--- src/rtl/vga_sync_decoder.sv ---
// vga_sync_decoder: recovers pixel position, display enable and timing lock
// from active-low hsync/vsync that arrive synchronous to the pixel clock.
//
// Ports:
//   vga_clk      in   pixel clock, rising edge
//   rst_n        in   asynchronous active-low reset
//   hsync_in     in   horizontal sync, active-low
//   vsync_in     in   vertical sync, active-low
//   x_pos        out  recovered column (one clock behind the source counter)
//   y_pos        out  recovered line
//   de           out  display enable, only while locked and inside active area
//   locked       out  timing has matched the parameters for LOCK_FRAMES frames
//   line_len     out  last measured line length in clocks
//   frame_lines  out  last measured frame length in lines
//   err          out  one-cycle pulse on any timing violation while tracking
module vga_sync_decoder #(
  parameter int unsigned H_SYNC      = 96,
  parameter int unsigned H_BP_END    = 144,
  parameter int unsigned H_ACT_END   = 784,
  parameter int unsigned H_TOTAL     = 800,
  parameter int unsigned V_SYNC      = 2,
  parameter int unsigned V_BP_END    = 35,
  parameter int unsigned V_ACT_END   = 515,
  parameter int unsigned V_TOTAL     = 525,
  parameter int unsigned LOCK_FRAMES = 2
) (
  input  logic        vga_clk,
  input  logic        rst_n,
  input  logic        hsync_in,
  input  logic        vsync_in,
  output logic [11:0] x_pos,
  output logic [11:0] y_pos,
  output logic        de,
  output logic        locked,
  output logic [11:0] line_len,
  output logic [11:0] frame_lines,
  output logic        err
);

  localparam int unsigned CW = 12;
  localparam int unsigned GW = (LOCK_FRAMES < 2) ? 1 : $clog2(LOCK_FRAMES + 1);

  localparam logic [CW-1:0] CNT_MAX     = '1;
  localparam logic [CW:0]   H_TOTAL_C   = (CW+1)'(H_TOTAL);
  localparam logic [CW:0]   V_TOTAL_C   = (CW+1)'(V_TOTAL);
  localparam logic [CW:0]   H_SYNC_C    = (CW+1)'(H_SYNC);
  localparam logic [CW-1:0] H_BP_C      = CW'(H_BP_END);
  localparam logic [CW-1:0] H_ACT_C     = CW'(H_ACT_END);
  localparam logic [CW-1:0] V_BP_C      = CW'(V_BP_END);
  localparam logic [CW-1:0] V_ACT_C     = CW'(V_ACT_END);
  localparam logic [GW:0]   LOCK_C      = (GW+1)'(LOCK_FRAMES);

  // vsync width is informational only; nothing in the tracker checks it
  localparam int unsigned vsync_width_unused = V_SYNC;

  typedef enum logic [1:0] {
    SEARCH  = 2'd0,
    MEASURE = 2'd1,
    LOCKED  = 2'd2
  } state_t;

  state_t          state;
  state_t          state_nxt;
  logic            h_prev;
  logic            v_prev;
  logic [GW-1:0]   good_cnt;
  logic [GW-1:0]   good_nxt;
  logic            started;
  logic            started_nxt;

  logic            hfall;
  logic            hrise;
  logic            vfall;
  logic            frame_edge;
  logic [CW:0]     x_inc;
  logic [CW:0]     y_inc;
  logic [CW-1:0]   x_sat;
  logic [CW-1:0]   y_sat;
  logic [CW-1:0]   x_nxt;
  logic [CW-1:0]   y_nxt;
  logic [CW-1:0]   line_len_nxt;
  logic [CW-1:0]   frame_lines_nxt;
  logic [GW:0]     good_inc;
  logic            viol_len;
  logic            viol_miss;
  logic            viol_vodd;
  logic            viol_frame;
  logic            viol_width;
  logic            viol;
  logic            de_nxt;

  // Sync edge detection against the previous sampled level
  always_comb begin
    hfall      = h_prev & ~hsync_in;
    hrise      = ~h_prev & hsync_in;
    vfall      = v_prev & ~vsync_in;
    frame_edge = hfall & vfall;
  end

  // Position counters and measurements; the unsaturated x_inc/y_inc are the
  // "count plus one" values the timing checks compare against
  always_comb begin
    x_inc = {1'b0, x_pos} + (CW+1)'(1);
    y_inc = {1'b0, y_pos} + (CW+1)'(1);
    x_sat = (x_pos == CNT_MAX) ? x_pos : x_inc[CW-1:0];
    y_sat = (y_pos == CNT_MAX) ? y_pos : y_inc[CW-1:0];

    x_nxt = hfall ? '0 : x_sat;

    y_nxt = y_pos;
    if (frame_edge) begin
      y_nxt = '0;
    end else if (hfall) begin
      y_nxt = y_sat;
    end

    line_len_nxt    = hfall      ? x_sat : line_len;
    frame_lines_nxt = frame_edge ? y_sat : frame_lines;
  end

  // Timing violations; only meaningful once a frame boundary has been seen
  always_comb begin
    viol_len   = hfall && (x_inc != H_TOTAL_C);
    // x_inc is unsaturated, so this fires once, on the clock x_pos becomes H_TOTAL
    viol_miss  = !hfall && (x_inc == H_TOTAL_C);
    viol_vodd  = vfall && !hfall;
    viol_frame = frame_edge && (y_inc != V_TOTAL_C);
    viol_width = hrise && (x_inc != H_SYNC_C);
    viol       = (state != SEARCH) &&
                 (viol_len | viol_miss | viol_vodd | viol_frame | viol_width);
  end

  // Lock tracker next state; the first boundary seen in MEASURE only arms counting
  always_comb begin
    state_nxt   = state;
    good_nxt    = good_cnt;
    started_nxt = started;
    good_inc    = {1'b0, good_cnt} + (GW+1)'(1);
    case (state)
      SEARCH: begin
        if (frame_edge) begin
          state_nxt   = MEASURE;
          good_nxt    = '0;
          started_nxt = 1'b0;
        end
      end
      MEASURE: begin
        if (viol) begin
          state_nxt = SEARCH;
        end else if (frame_edge) begin
          if (!started) begin
            started_nxt = 1'b1;
          end else begin
            good_nxt = good_inc[GW-1:0];
            if (good_inc >= LOCK_C) begin
              state_nxt = LOCKED;
            end
          end
        end
      end
      LOCKED: begin
        if (viol) begin
          state_nxt = SEARCH;
        end
      end
      default: begin
        state_nxt = SEARCH;
      end
    endcase
  end

  // Display enable built from next-state values so it lines up with x_pos/y_pos
  always_comb begin
    de_nxt = (state_nxt == LOCKED) &&
             (x_nxt >= H_BP_C) && (x_nxt < H_ACT_C) &&
             (y_nxt >= V_BP_C) && (y_nxt < V_ACT_C);
  end

  // State and output registers
  always_ff @(posedge vga_clk or negedge rst_n) begin
    if (!rst_n) begin
      h_prev      <= 1'b1;
      v_prev      <= 1'b1;
      x_pos       <= '0;
      y_pos       <= '0;
      line_len    <= '0;
      frame_lines <= '0;
      de          <= 1'b0;
      locked      <= 1'b0;
      err         <= 1'b0;
      state       <= SEARCH;
      good_cnt    <= '0;
      started     <= 1'b0;
    end else begin
      h_prev      <= hsync_in;
      v_prev      <= vsync_in;
      x_pos       <= x_nxt;
      y_pos       <= y_nxt;
      line_len    <= line_len_nxt;
      frame_lines <= frame_lines_nxt;
      de          <= de_nxt;
      locked      <= (state_nxt == LOCKED);
      err         <= viol;
      state       <= state_nxt;
      good_cnt    <= good_nxt;
      started     <= started_nxt;
    end
  end

endmodule

--- config.mk ---
export PLATFORM = sky130hd
export DESIGN_NAME = vga_sync_decoder
export DESIGN_NICKNAME = d
export VERILOG_FILES = /design/src/rtl/vga_sync_decoder.sv
export SDC_FILE = /design/constraint.sdc
export NUM_CORES = 1
export LEC_CHECK = 0
export ABC_CLOCK_PERIOD_IN_PS = 2900
export BUFFER_PORTS_ARGS = -buffer_cell sky130_fd_sc_hd__buf_2
export CAP_MARGIN = 25
export CORE_AREA = 2 2 83 85
export CTS_CLUSTER_DIAMETER = 60
export DETAILED_ROUTE_END_ITERATION = 12
export DIE_AREA = 0 0 85 87
export PLACE_DENSITY = 0.7
export SLEW_MARGIN = 20
export SYNTH_ARGS = -nofsm -noshare
export SYNTH_HDL_FRONTEND = slang
export SYNTH_SLANG_ARGS = --single-unit
--- constraint.sdc ---
create_clock -name vga_clk -period 2.9 [get_ports vga_clk]
set_input_delay 0.29 -clock vga_clk [delete_from_list [all_inputs] [get_ports vga_clk]]
set_output_delay 0.29 -clock vga_clk [all_outputs]
set_load 0.005 [all_outputs]
==> impl_metrics.tcl <==
set metrics [dict create \
    track_usage 0.221 \
    avgSynthCellArea_sq_um 9.13 \
    period_share 0.921 \
    r2r_cells 8 \
    p_sw_frac 0.296 \
    finalHoldViolCount 0 \
    grt_pass1_vias 2556 \
    die_y_um 87 \
    timing.rr.start "y_pos[0]$_DFF_PN0_" \
    synth_common_cells "56 x dfrtp_1, 38 x nor2_1, 36 x nand2_1, 21 x o21ai_0, 15 x a31oi_1" \
    internal_power_mw 1.60 \
    core_area_sq_um 6570 \
    end_kind "flip-flop" \
    tightest_slew_ps 726 \
    synthToLayoutAreaGrowth_pct 21.2 \
    combPwrFrac 0.207 \
    row_count 30 \
    netlist_instances 342 \
    async_flop_share 1.00 \
    portBuffers 54 \
    clock_skew_ps 11.3 \
    pwr-share-seq 0.448 \
    ys_seq_elements 58 \
    antenna_cells 0 \
    cp.arrival_ps 2900 \
    synth_top_area_cell "dfrtp_1" \
    io_pins 55 \
    power.switching_uw 671 \
    synthTopCellsByArea "dfrtp_1 45%, nor2_1 4.6%, nand2_1 4.3%" \
    fmax_mhz 374 \
    drt_wl_total_um 7770 \
    synth_most_common_cell "dfrtp_1" \
    synth_nets 350 \
    regToRegSetupSlack_ps 230 \
    rsz0062_at_grt "false" \
    clock_path_buffers 2 \
    dieWidth_um 85 \
    tritoncts "yes" \
    cts_buffers 9 \
    tns_ps 0 \
    path_class "flip-flop to flip-flop" \
    viasPerCell 5.70 \
    h-tree-depth 3 \
    synth_edf_count 0 \
    antenna_found_initial 0 \
    drtIter0Drc 130 \
    num-fill-cells 586 \
    synth_ff_type "dfrtp_1" \
    slew_headroom 0.516 \
    grt_max_degree 32 \
    multi_input_area_sq_um 1540 \
    ys.warnings.count 0 \
    nets 414 \
    p_leak_nw 1.75 \
    ant_nets 0 \
    grt-ovfl-total 0 \
    drtPass1Iterations 4 \
    cp-start-kind "flip-flop" \
    holdCritPathClass "primary input to asynchronous set/reset pin" \
    ys_seq_area_frac 0.466 \
    ir_worst_vdd_uv 404 \
    wl_per_cell_um 15.8 \
    drive_gt1_frac 0.270 \
    power-per-cell-area_nw_per_um2 599 \
    stdcell_count 491 \
    vias 2798 \
    synth_top_area_share 0.449 \
    reg2reg_to "good_cnt[0]$_DFFE_PN0P_" \
    clkTransAtPathRegs_ps 70 \
    routabilityCongestion 0.879 \
    root_buffer "clkbuf_8" \
    final-max-slew-violation-count 0 \
    initial_core_util 0.475 \
    dp_hpwl_um 5680 \
    fp.dieArea_sq_um 7400 \
    period_needed_ps 2670 \
    insertion_delay_ps 350 \
    grt_pass1_wl_um 12800 \
    post_synth_num_cell_types 54 \
    setup_viol 0 \
    drv_cap 0 \
    critPathMaxFanout 9 \
    cts_sinks 58 \
    syn_area_sq_um 3120 \
    p_clk_frac 0.345 \
    seq_area_sq_um 1460 \
    post-place-cells 475 \
    status "finished, final reports clean" \
    remaining_drc_errors 0 \
    cp_data_required_time_ps 3130 \
]
-- worst max-delay path, cell delays in order, from the launching register on --
cell and delay (ps):
dfrtp_2 450, nand4_1 200, or4b_4 560, nor3_4 170, o221ai_2 150, o41ai_2 270, a31oi_2 230, nand2b_4 190
a311o_1 340
-- kinds of logic (layout without fill, tap and decap cells) --
| group | Yosys count | in the layout | synth area share |
|---|---|---|---|
| mux | 5 | 5 | 0.0168 |
| compound gates | 83 | 83 | 0.180 |
| fa+ha+maj | 4 | 4 | 0.0160 |
| buf+inv | 34 | 103 | 0.0449 |
| flops | 58 | 58 | 0.466 |
| xor+xnor | 17 | 17 | 0.0477 |
| simple gates | 141 | 141 | 0.229 |
-- cell usage in the layout, fill, tap and decap left out, types with 6 or more instances in the layout --
cell type  instances
a21oi_1           14
a31oi_1           15
buf_2             54
buf_4             22
clkbuf_8          12
dfrtp_1           54
inv_1             11
nand2_1           36
nand2b_1           6
nand3_1           11
nand4_1            8
nor2_1            38
nor3_1            10
o21ai_0           21
o31ai_1            8
xnor2_1           13
-- how the worst max path moves through the flow --
| stage | start | end | slack (ps) | depth (start not counted) |
|---|---|---|---|---|
| 3_5_place_dp | y_pos[0]$_DFF_PN0_ | good_cnt[0]$_DFFE_PN0P_ | 130 | 9 |
| 3_3_place_gp | y_pos[0]$_DFF_PN0_ | good_cnt[0]$_DFFE_PN0P_ | 230 | 9 |
| 5_1_grt | y_pos[0]$_DFF_PN0_ | good_cnt[0]$_DFFE_PN0P_ | 70 | 8 |
| 4_1_cts | y_pos[0]$_DFF_PN0_ | good_cnt[0]$_DFFE_PN0P_ | 110 | 9 |
| 6_report | y_pos[0]$_DFF_PN0_ | good_cnt[0]$_DFFE_PN0P_ | 230 | 8 |
| 2_1_floorplan | y_pos[8]$_DFF_PN0_ | good_cnt[0]$_DFFE_PN0P_ | 310 | 10 |
-- state kept, by name, summed over array words and instances, names as in the netlist --
name         count
frame_lines     12
line_len        12
x_pos           12
y_pos           12
good_cnt         2
state            2
de               1
err              1
h_prev           1
locked           1
started          1
v_prev           1
-- through the flow --
step | power [mW] | cell area (sq um) | hold WS [ps] | util | setup WS, ps
6_report | 2.27 | 3780 | 0.240 | 0.576 | 228
5_1_grt | 2.39 | 3780 | 53.2 | 0.576 | 67.0
4_1_cts | 2.27 | 3770 | 25.4 | 0.574 | 113
3_5_place_dp | 1.50 | 3560 | 391 | 0.542 | 127
3_3_place_gp | 1.48 | 3560 | 386 | 0.542 | 229
2_1_floorplan | 1.29 | 3120 | -5.59 | - | 307
-- area by class of cell --
cell class | instances | area share
Clock buffer | 14 | 0.0456
Timing Repair Buffer | 76 | 0.115
Sequential cell | 58 | 0.385
Multi-Input combinational cell | 250 | 0.408
Tap cell | 80 | 0.0265
Clock inverter | 2 | 0.00926
Inverter | 11 | 0.0109
-- timing repair --
item                       in CTS  in global routing
hold buffers                    0                  0
setup endpoints to repair       0                  4
buffers inserted                0                  0
gates resized for setup         0                  5
-- layer usage --
layer	vias to the layer above	share of wire	GRT usage	wire, um
met1	1361	0.47	0.302	3630
met4	0	0.021	0.0924	161
met3	15	0.048	0.0493	373
li1	1358	-	-	-
met5	-	0	0	0
met2	64	0.46	0.339	3600
-- power by group through the flow --
stage,clock network (mW),logic [mW],registers [mW]
finish,0.783,0.470,1.02
global placement,0,0.462,1.02
global route,0.826,0.530,1.03
detailed placement,0,0.469,1.03
CTS,0.790,0.472,1.01
floorplan,0,0.270,1.02
Note: power is estimated with default switching activity, not from simulation.
